$ cat src/rtl/bluetooth_pkg.sv
// rtl/bluetooth_pkg.sv - shared ASCII constants, status codes and decoder types
package bluetooth_pkg;

    // Uppercase ASCII letters shared by command encoder and reply decoder
    localparam logic [7:0] ASCII_A = 8'h41, ASCII_B = 8'h42, ASCII_C = 8'h43, ASCII_D = 8'h44;
    localparam logic [7:0] ASCII_E = 8'h45, ASCII_F = 8'h46, ASCII_G = 8'h47, ASCII_H = 8'h48;
    localparam logic [7:0] ASCII_I = 8'h49, ASCII_J = 8'h4A, ASCII_K = 8'h4B, ASCII_L = 8'h4C;
    localparam logic [7:0] ASCII_M = 8'h4D, ASCII_N = 8'h4E, ASCII_O = 8'h4F, ASCII_P = 8'h50;
    localparam logic [7:0] ASCII_Q = 8'h51, ASCII_R = 8'h52, ASCII_S = 8'h53, ASCII_T = 8'h54;
    localparam logic [7:0] ASCII_U = 8'h55, ASCII_V = 8'h56, ASCII_W = 8'h57, ASCII_X = 8'h58;
    localparam logic [7:0] ASCII_Y = 8'h59, ASCII_Z = 8'h5A;

    // Punctuation and line control
    localparam logic [7:0] ASCII_PLUS  = 8'h2B;
    localparam logic [7:0] ASCII_EQUAL = 8'h3D;
    localparam logic [7:0] ASCII_CR    = 8'h0D;
    localparam logic [7:0] ASCII_LF    = 8'h0A;

    // Line buffer geometry: five stored bytes, length saturates one past that
    localparam int         LINE_BYTES   = 5;
    localparam logic [2:0] LEN_OVERSIZE = 3'd6;

    typedef enum logic [1:0] {
        STATUS_NONE    = 2'd0,
        STATUS_OK      = 2'd1,
        STATUS_ERROR   = 2'd2,
        STATUS_TIMEOUT = 2'd3
    } status_e;

    typedef enum logic {
        ST_IDLE    = 1'b0,
        ST_COLLECT = 1'b1
    } state_e;

endpackage

$ cat src/rtl/bluetooth_line_buffer.sv
// rtl/bluetooth_line_buffer.sv - reply line store with OK/ERROR match and packed payload
module bluetooth_line_buffer
    import bluetooth_pkg::*;
(
    input  logic        clk,
    input  logic        reset,
    input  logic        clear,
    input  logic        push,
    input  logic [7:0]  data,
    output logic [2:0]  len,
    output logic        is_ok,
    output logic        is_error,
    output logic [31:0] payload
);

    logic [7:0] line_q [LINE_BYTES];
    logic [2:0] len_q;

    // Append bytes in arrival order; length keeps counting to the oversize mark
    always_ff @(posedge clk or negedge reset) begin
        if (!reset) begin
            len_q <= '0;
            for (int i = 0; i < LINE_BYTES; i++) line_q[i] <= '0;
        end else if (clear) begin
            len_q <= '0;
            for (int i = 0; i < LINE_BYTES; i++) line_q[i] <= '0;
        end else if (push) begin
            for (int i = 0; i < LINE_BYTES; i++) begin
                if (len_q == 3'(i)) line_q[i] <= data;
            end
            if (len_q != LEN_OVERSIZE) len_q <= len_q + 3'd1;
        end
    end

    // Terminator matches and first-byte-lowest payload, masked to the line length
    always_comb begin
        len      = len_q;
        is_ok    = (len_q == 3'd2) && (line_q[0] == ASCII_O) && (line_q[1] == ASCII_K);
        is_error = (len_q == 3'd5) && (line_q[0] == ASCII_E) && (line_q[1] == ASCII_R) &&
                   (line_q[2] == ASCII_R) && (line_q[3] == ASCII_O) && (line_q[4] == ASCII_R);
        payload  = '0;
        for (int i = 0; i < 4; i++) begin
            if (3'(i) < len_q) payload[8*i +: 8] = line_q[i];
        end
    end

endmodule

$ cat src/rtl/bluetooth_decoder.sv
// rtl/bluetooth_decoder.sv - parses BLE UART replies into payload, status and timeout
module bluetooth_decoder
    import bluetooth_pkg::*;
#(
    parameter int TIMEOUT_CYCLES = 1_000_000
) (
    input  logic        clk,
    input  logic        reset,
    input  logic [7:0]  rx_byte,
    input  logic        rx_valid,
    input  logic        start,
    input  logic        expect_data,
    output logic [31:0] output_data,
    output logic [2:0]  data_count,
    output logic [1:0]  status,
    output logic        malformed,
    output logic        done
);

    localparam int               CNT_W    = $clog2(TIMEOUT_CYCLES);
    localparam logic [CNT_W-1:0] CNT_LAST = CNT_W'(TIMEOUT_CYCLES - 1);

    state_e           state_q, state_d;
    logic [CNT_W-1:0] idle_cnt;
    logic             expect_q, data_seen;
    status_e          status_q;
    logic [31:0]      data_q;
    logic [2:0]       count_q;
    logic             malformed_q;

    logic             collecting, arm, line_push, line_end, line_clear;
    logic             timeout_hit, accept_data;
    logic [2:0]       line_len;
    logic             line_ok, line_error;
    logic [31:0]      line_payload;

    bluetooth_line_buffer u_line (
        .clk      (clk),
        .reset    (reset),
        .clear    (line_clear),
        .push     (line_push),
        .data     (rx_byte),
        .len      (line_len),
        .is_ok    (line_ok),
        .is_error (line_error),
        .payload  (line_payload)
    );

    // State register
    always_ff @(posedge clk or negedge reset) begin
        if (!reset) state_q <= ST_IDLE;
        else        state_q <= state_d;
    end

    // Arm on start; return to idle on a terminator line or an expired idle window
    always_comb begin
        state_d = state_q;
        unique case (state_q)
            ST_IDLE:    if (start) state_d = ST_COLLECT;
            ST_COLLECT: if ((line_end && (line_ok || line_error)) || timeout_hit) state_d = ST_IDLE;
        endcase
    end

    // Byte classification and per-cycle control decodes
    always_comb begin
        done        = (state_q == ST_IDLE);
        collecting  = (state_q == ST_COLLECT);
        arm         = done && start;
        line_push   = collecting && rx_valid && (rx_byte != ASCII_CR) && (rx_byte != ASCII_LF);
        line_end    = collecting && rx_valid && (rx_byte == ASCII_LF);
        line_clear  = arm || line_end;
        timeout_hit = collecting && !rx_valid && (idle_cnt == CNT_LAST);
        accept_data = expect_q && !data_seen && (line_len != 3'd0) && (line_len <= 3'd4);
    end

    // Idle window counter, restarted by every received byte
    always_ff @(posedge clk or negedge reset) begin
        if (!reset)                          idle_cnt <= '0;
        else if (arm || (collecting && rx_valid)) idle_cnt <= '0;
        else if (collecting)                 idle_cnt <= idle_cnt + CNT_W'(1);
    end

    // Result registers, written only while collecting so they hold after done
    always_ff @(posedge clk or negedge reset) begin
        if (!reset) begin
            expect_q    <= 1'b0;
            data_seen   <= 1'b0;
            status_q    <= STATUS_NONE;
            data_q      <= '0;
            count_q     <= '0;
            malformed_q <= 1'b0;
        end else if (arm) begin
            expect_q    <= expect_data;
            data_seen   <= 1'b0;
            status_q    <= STATUS_NONE;
            data_q      <= '0;
            count_q     <= '0;
            malformed_q <= 1'b0;
        end else if (collecting) begin
            if (timeout_hit) status_q <= STATUS_TIMEOUT;
            if (line_end) begin
                if (line_ok) begin
                    status_q <= STATUS_OK;
                end else if (line_error) begin
                    status_q <= STATUS_ERROR;
                end else if (accept_data) begin
                    data_q    <= line_payload;
                    count_q   <= line_len;
                    data_seen <= 1'b1;
                end else if (line_len != 3'd0) begin
                    malformed_q <= 1'b1;
                end
            end
        end
    end

    assign output_data = data_q;
    assign data_count  = count_q;
    assign status      = status_q;
    assign malformed   = malformed_q;

endmodule

$ cat config.mk
export PLATFORM = sky130hd
export DESIGN_NAME = bluetooth_decoder
export DESIGN_NICKNAME = d
export VERILOG_FILES = /design/src/rtl/bluetooth_pkg.sv /design/src/rtl/bluetooth_line_buffer.sv /design/src/rtl/bluetooth_decoder.sv
export SDC_FILE = /design/constraint.sdc
export NUM_CORES = 1
export LEC_CHECK = 0
export ABC_AREA = 1
export BUFFER_PORTS_ARGS = -buffer_cell sky130_fd_sc_hd__buf_2
export CAP_MARGIN = 20
export CELL_PAD_IN_SITES_DETAIL_PLACEMENT = 2
export CELL_PAD_IN_SITES_GLOBAL_PLACEMENT = 2
export CORE_ASPECT_RATIO = 0.5
export CORE_MARGIN = 4
export CORE_UTILIZATION = 37
export CTS_CLUSTER_DIAMETER = 50
export DETAILED_ROUTE_END_ITERATION = 6
export GPL_ROUTABILITY_DRIVEN = 0
export PLACE_DENSITY = 0.91
export SLEW_MARGIN = 20
export SYNTH_ARGS = -nofsm -noshare
export SYNTH_HDL_FRONTEND = slang
export SYNTH_SLANG_ARGS = --single-unit
$ cat constraint.sdc
create_clock -name clk -period 4.45 [get_ports clk]
set_clock_uncertainty 0.15 [all_clocks]
set_input_delay 0.2225 -clock clk [delete_from_list [all_inputs] [get_ports clk]]
set_output_delay 0.2225 -clock clk [all_outputs]
set_load 0.005 [all_outputs]
; Word level (Yosys, flattened, before mapping)
; Index checks and enable logic that the tools add are counted.
[totals]
wordCells = 138
in_bits = 13
regBits = 104
[op_classes]
muxes = 50
n_reduce_logical = 46
bitwise_logic = 1
n_eq_ne = 20
order_cmp = 5
addsub = 2
[op_table]
columns = cell, n
row1 = $mux 32, 6
row2 = $mux 40, 2
row3 = $mux 8, 9
row4 = $eq 8x7->1 const B, 7
row5 = $mux 20, 2
row6 = $mux 3, 9
row7 = $reduce_bool 2->1, 12
row8 = $add 20x1->20 const B, 1
row9 = $eq 20x20->1 const B, 1
row10 = $logic_and 1x1->1, 18
row11 = $ne 8x4->1 const B, 2
row12 = $mux 1, 15
row13 = $mux 2, 6
row14 = $reduce_and 2->1, 6
row15 = $eq 8x4->1 const B, 1
row16 = $eq 3x2->1 const B, 2
row17 = $eq 3x3->1 const B, 2
row18 = $lt 1x3->1 const A, 2
row19 = $lt 2x3->1 const A, 2
row20 = $ne 2x2->1 const B, 3
row21 = $reduce_and 6->1, 1
row22 = $reduce_and 5->1, 1
row23 = $logic_or 1x1->1, 4
row24 = $add 3x1->3 const B, 1
row25 = other kinds (8), 9

; Longest topological paths before layout
[depth]
word_depth = 11
depth_mapped = 13
mapped_depth_nobuf = 12

; Modules after synthesis
; From an unflattened synthesis, not the netlist that was laid out.
[unflattened]
cells_unflattened = 694
hier_area_um2 = 5261.3
[by_module_without_submodules]
columns = module, area_each_um2, seq_area_each_um2, cells_per_inst, instances
row1 = bluetooth_decoder, 3056.7, 1526.5, 394, 1
row2 = bluetooth_line_buffer, 2204.6, 1076.0, 300, 1

; Worst setup path after synthesis
; Ideal clock, no wire load.
[synth_path]
path_kind = reg-to-reg
startpoint = reg u_line.len_q[0], in the netlist u_line.len[0]
endpoint = reg data_q[17], in the netlist output_data[17]
required_time_ps = 4183
setup_ps = 117
arrival_ps = 1623
stages_incl_launch_ff = 12
setup_slack_ps = 2561
period_less_slack_ps = 1889
path_cell_list = dfrtp_1 inv_1 ha_1 nand2_2 nand3b_1 a21oi_2 nor2_2 nor2_8 nand2_4 buf_4 nand2_1 nand2_1
[synth_between]
elab_chain_cells = 8
[synth_rtl]
columns = element, line
row1 = from (decl), bluetooth_line_buffer.sv:17  ; logic [2:0] len_q;
row2 = from (signal assigned), bluetooth_line_buffer.sv:31  ; if (len_q != LEN_OVERSIZE) len_q <= len_q + 3'd1;
row3 = $lt 2x3->1 or $eq 3x3->1 (tied branches), "bluetooth_line_buffer.sv:43, bluetooth_line_buffer.sv:39"
row4 = $mux 8 or $logic_and 1x1->1 (tied branches), "bluetooth_line_buffer.sv:43, bluetooth_line_buffer.sv:39"
row5 = $mux 32 or $logic_and 1x1->1 (tied branches), "bluetooth_decoder.sv:106, bluetooth_line_buffer.sv:39"
row6 = $mux 32 or $logic_and 1x1->1 (tied branches), "bluetooth_decoder.sv:104, bluetooth_line_buffer.sv:39"
row7 = $mux 32 or $logic_and 1x1->1 (tied branches), "bluetooth_decoder.sv:102, bluetooth_line_buffer.sv:40"
row8 = $mux 32 or $logic_and 1x1->1 (tied branches), "bluetooth_decoder.sv:101, bluetooth_line_buffer.sv:40"
row9 = $mux 32 or $ne 2x2->1 (tied branches), n/a
row10 = $mux 32 or $reduce_and 5->1 (tied branches), n/a
row11 = to (signal assigned), bluetooth_decoder.sv:107  ; data_q <= line_payload;
row12 = to (decl), bluetooth_decoder.sv:27  ; logic [31:0] data_q;
; Parallel ways exist; a longest one is shown, timed or not. The select of a mux whose other input is x is not followed.
; A chain may end at the register's enable or synchronous reset.

; Final worst setup path
[layout_path]
startpoint = reg u_line.len_q[1], in the netlist u_line.len[1]
endpoint = reg data_q[14], in the netlist output_data[14]
[layout_between]
elab_chain_cells = 8
[layout_rtl]
columns = element, line
row1 = $lt 1x3->1 or $eq 3x3->1 (tied branches), "bluetooth_line_buffer.sv:43, bluetooth_line_buffer.sv:39"
row2 = $mux 8 or $logic_and 1x1->1 (tied branches), "bluetooth_line_buffer.sv:43, bluetooth_line_buffer.sv:39"
row3 = $mux 32 or $logic_and 1x1->1 (tied branches), "bluetooth_decoder.sv:106, bluetooth_line_buffer.sv:39"
row4 = $mux 32 or $logic_and 1x1->1 (tied branches), "bluetooth_decoder.sv:104, bluetooth_line_buffer.sv:39"
row5 = $mux 32 or $logic_and 1x1->1 (tied branches), "bluetooth_decoder.sv:102, bluetooth_line_buffer.sv:40"
row6 = $mux 32 or $logic_and 1x1->1 (tied branches), "bluetooth_decoder.sv:101, bluetooth_line_buffer.sv:40"
row7 = $mux 32 or $ne 2x2->1 (tied branches), n/a
row8 = $mux 32 or $reduce_and 5->1 (tied branches), n/a
; Parallel ways exist; a longest one is shown, timed or not. The select of a mux whose other input is x is not followed.

==> out/metrics.cfg <==
[run_status]
status = completed

[clock_tree]
htreeDepth = 3
clk_pin_slew_ns = 0.08
post-cts-setup-buffer-count = 0
cts_sinks = 104
cts.path.max_buffers = 2
clockRootBuffer = clkbuf_16
postCtsResizedCells = 0
tritoncts = yes
clk_latency_ns = 0.37
cts_buffers = 9

[die]
die_w_um = 176
fp.dieH_um = 92.2
io_pins = 52
floorplan.initialDensity_pct = 38.3
die-area_um2 = 16300
core_area_um2 = 13700
row_count = 30

[layout]
syn2layout_area_growth_pct = 14.0
drive_above_1_share_pct = 12.0
layout_commonest_cell = nand2_1
final_cell_mix = 221 x nand2_1, 104 x dfrtp_1, 65 x nand3_1
instances_no_fill = 923
fin_area_um2 = 5980
nets = 744
antenna-diode-count = 0

[timing]
setup_ws_ns = 1.23
rsz0062_at_grt = no
min_period_ns = 3.22
fin_crit_sh_pct = 72.5
slew_headroom_pct = 36.6
hold_viol_final = 0
worst_pin_slew_ns = 0.952
final_max_slew_viol_count = 0
setup_violations = 0
final.setup.tns_ns = 0
hold_slack_ns = 0.121
max_freq_mhz = 310

[setup_path]
critPathArrivalTime_ns = 3.37
worstSetupPathType = reg -> reg
cp-start-kind = flip-flop
cp.required_ns = 4.60
path_max_fanout = 37
path_cells = inv_1 -> ha_1 -> inv_1 -> nor2_1 -> nand2_1 -> nor2_1 -> nand3_1 -> nand2_1 -> nand2_2 -> nand2_4 -> nand2_1 -> nand2_1
critPathMaxStageDelay_ns = 0.55
endpoint_kind = flip-flop
crit_slowest_cell = nand2_4
cp_common_cell = nand2_1

[global_route]
met1_usage_pct = 34.5
grt_usage_pct = 25.2
grt_max_degree = 71
busiest_layer = met2
grt_first_pass_wirelength_um = 31900
globalRouteMet3Util_pct = 4.16
overflow = 0
antenna_found_initial = 0
grt_use_met2_pct = 41.8
grt_pass1_vias = 5607

[pwr]
power.density_nw_per_um2 = 591
max-vdd-ir-drop_mv = 0.214
leakage_nw = 2.99

[min_path]
hold_path.class = in -> reg

[synth]
synthArstFlopShare_pct = 100
synth_area_um2 = 5250
syn_nets = 700
synth_ff_type = dfrtp_1
yosysSeqAreaShare_pct = 49.6
yosys.area.top_type = dfrtp_1
ys_ff_latch = 104
synth-edff-count = 0
yosysTopAreaCellShare_pct = 49.6
synth_area_leaders = dfrtp_1 50%, nand2_1 16%, nand3_1 6.2%
yosysUniqueCellTypes = 35
yosysWarnings = 0
syn_inst = 682
postSynthAreaPerCell_um2 = 7.69

[placement]
place_inst = 905
pre_cts_ws_ns = 1.46
place_area_um2 = 5650
portBuffers = 51
hpwlAfterDp_um = 13200

[drt]
routed_wl_um = 19500
via_per_inst = 5.46
ant_nets = 0
vias = 5038
drt_iter0_drc = 331
drc = 0
first_pass_iters = 5
post_drt_wl_per_cell_um = 21.1

[flow_run]
cap_viol_max_count = 0

==> flip-flops by register name (all words and copies together), names as in the netlist <==
name           count
collecting         1
data_count         3
data_seen          1
expect_q           1
idle_cnt          20
malformed          1
output_data       32
status             2
u_line.len         3
u_line.line_q     40
==> metal layers <==
layer  vias up  share of wire, %
met5         -                 0
li1       2299                 -
met3        23               4.2
met2       118                48
met4         0               1.5
met1      2598                46
==> kinds of logic (layout without fill, tap and decap cells) <==
| kind of cell | after synthesis | in the layout | synth area share (%) |
|---|---|---|---|
| flops | 104 | 104 | 49.6 |
| fa+ha+maj | 5 | 5 | 1.19 |
| compound gates | 77 | 77 | 7.92 |
| buf+inv | 80 | 129 | 6.46 |
| simple gates | 412 | 412 | 34.1 |
| xor+xnor | 4 | 4 | 0.668 |
==> critical path, delay by kind of cell, from the launching register on <==
| family | cells | cell delay, ns |
|---|---|---|
| buffers and inverters | 2 | 0.27 |
| adders and majority gates | 1 | 0.26 |
| and+or+nand+nor | 9 | 1.98 |
| DFF | 1 | 0.48 |
==> power breakdown <==
group | leakage [nW] | switching, mW | internal, mW | total (mW)
clock network | 0.149 | 0.406 | 0.448 | 0.855
registers | 1.37 | 0.320 | 1.25 | 1.57
logic | 1.47 | 0.735 | 0.369 | 1.10
==> synth_stat cells, drive strengths merged (4+ instances only) <==
master,number
dfrtp,104
o21ai,54
nor3,29
nand2,227
nor3b,6
clkbuf,9
xor2,4
a21oi,12
buf,14
nand4,12
ha,5
inv,57
nor2,70
nand3,65
==> metrics by stage <==
step | power, mW | utilization [%]
2_1_floorplan | 2.11 | -
3_3_place_gp | 2.50 | 41.2
3_5_place_dp | 2.61 | 41.2
4_1_cts | 3.54 | 43.6
5_1_grt | 3.78 | 43.6
6_report | 3.53 | 43.6
==> cell type report <==
class | instances | area (um2)
Fill cell | 1543 | 7720
Inverter | 57 | 216
Multi-Input combinational cell | 498 | 2310
Timing Repair Buffer | 56 | 300
Clock buffer | 9 | 225
Clock inverter | 7 | 83.8
Tap cell | 192 | 240
Sequential cell | 104 | 2600
==> path summary, 6_finish.rpt <==
path	startpoint	to	slack [ns]	cells past startpoint
min in group asynchronous	reset	idle_cnt[14]$_DFFE_PN0P_	0.40	2
worst min register to register	output_data[7]$_DFFE_PN0P_	output_data[7]$_DFFE_PN0P_	0.32	2
worst max register to register	u_line.len[1]$_DFFE_PN0P_	output_data[14]$_DFFE_PN0P_	1.23	12
max in group asynchronous	reset	u_line.line_q[26]$_DFFE_PN0P_	2.69	3
worst min-delay path	rx_byte[7]	u_line.line_q[31]$_DFFE_PN0P_	0.12	3
worst max-delay path	u_line.len[1]$_DFFE_PN0P_	output_data[14]$_DFFE_PN0P_	1.23	12
==> timing repair <==
action / in CTS / in global routing
hold buffers: 2 / 0
hold endpoints to repair: 70 / 0
endpoints found under the setup margin: 0 / 0
(Power assumes the default switching activity.)
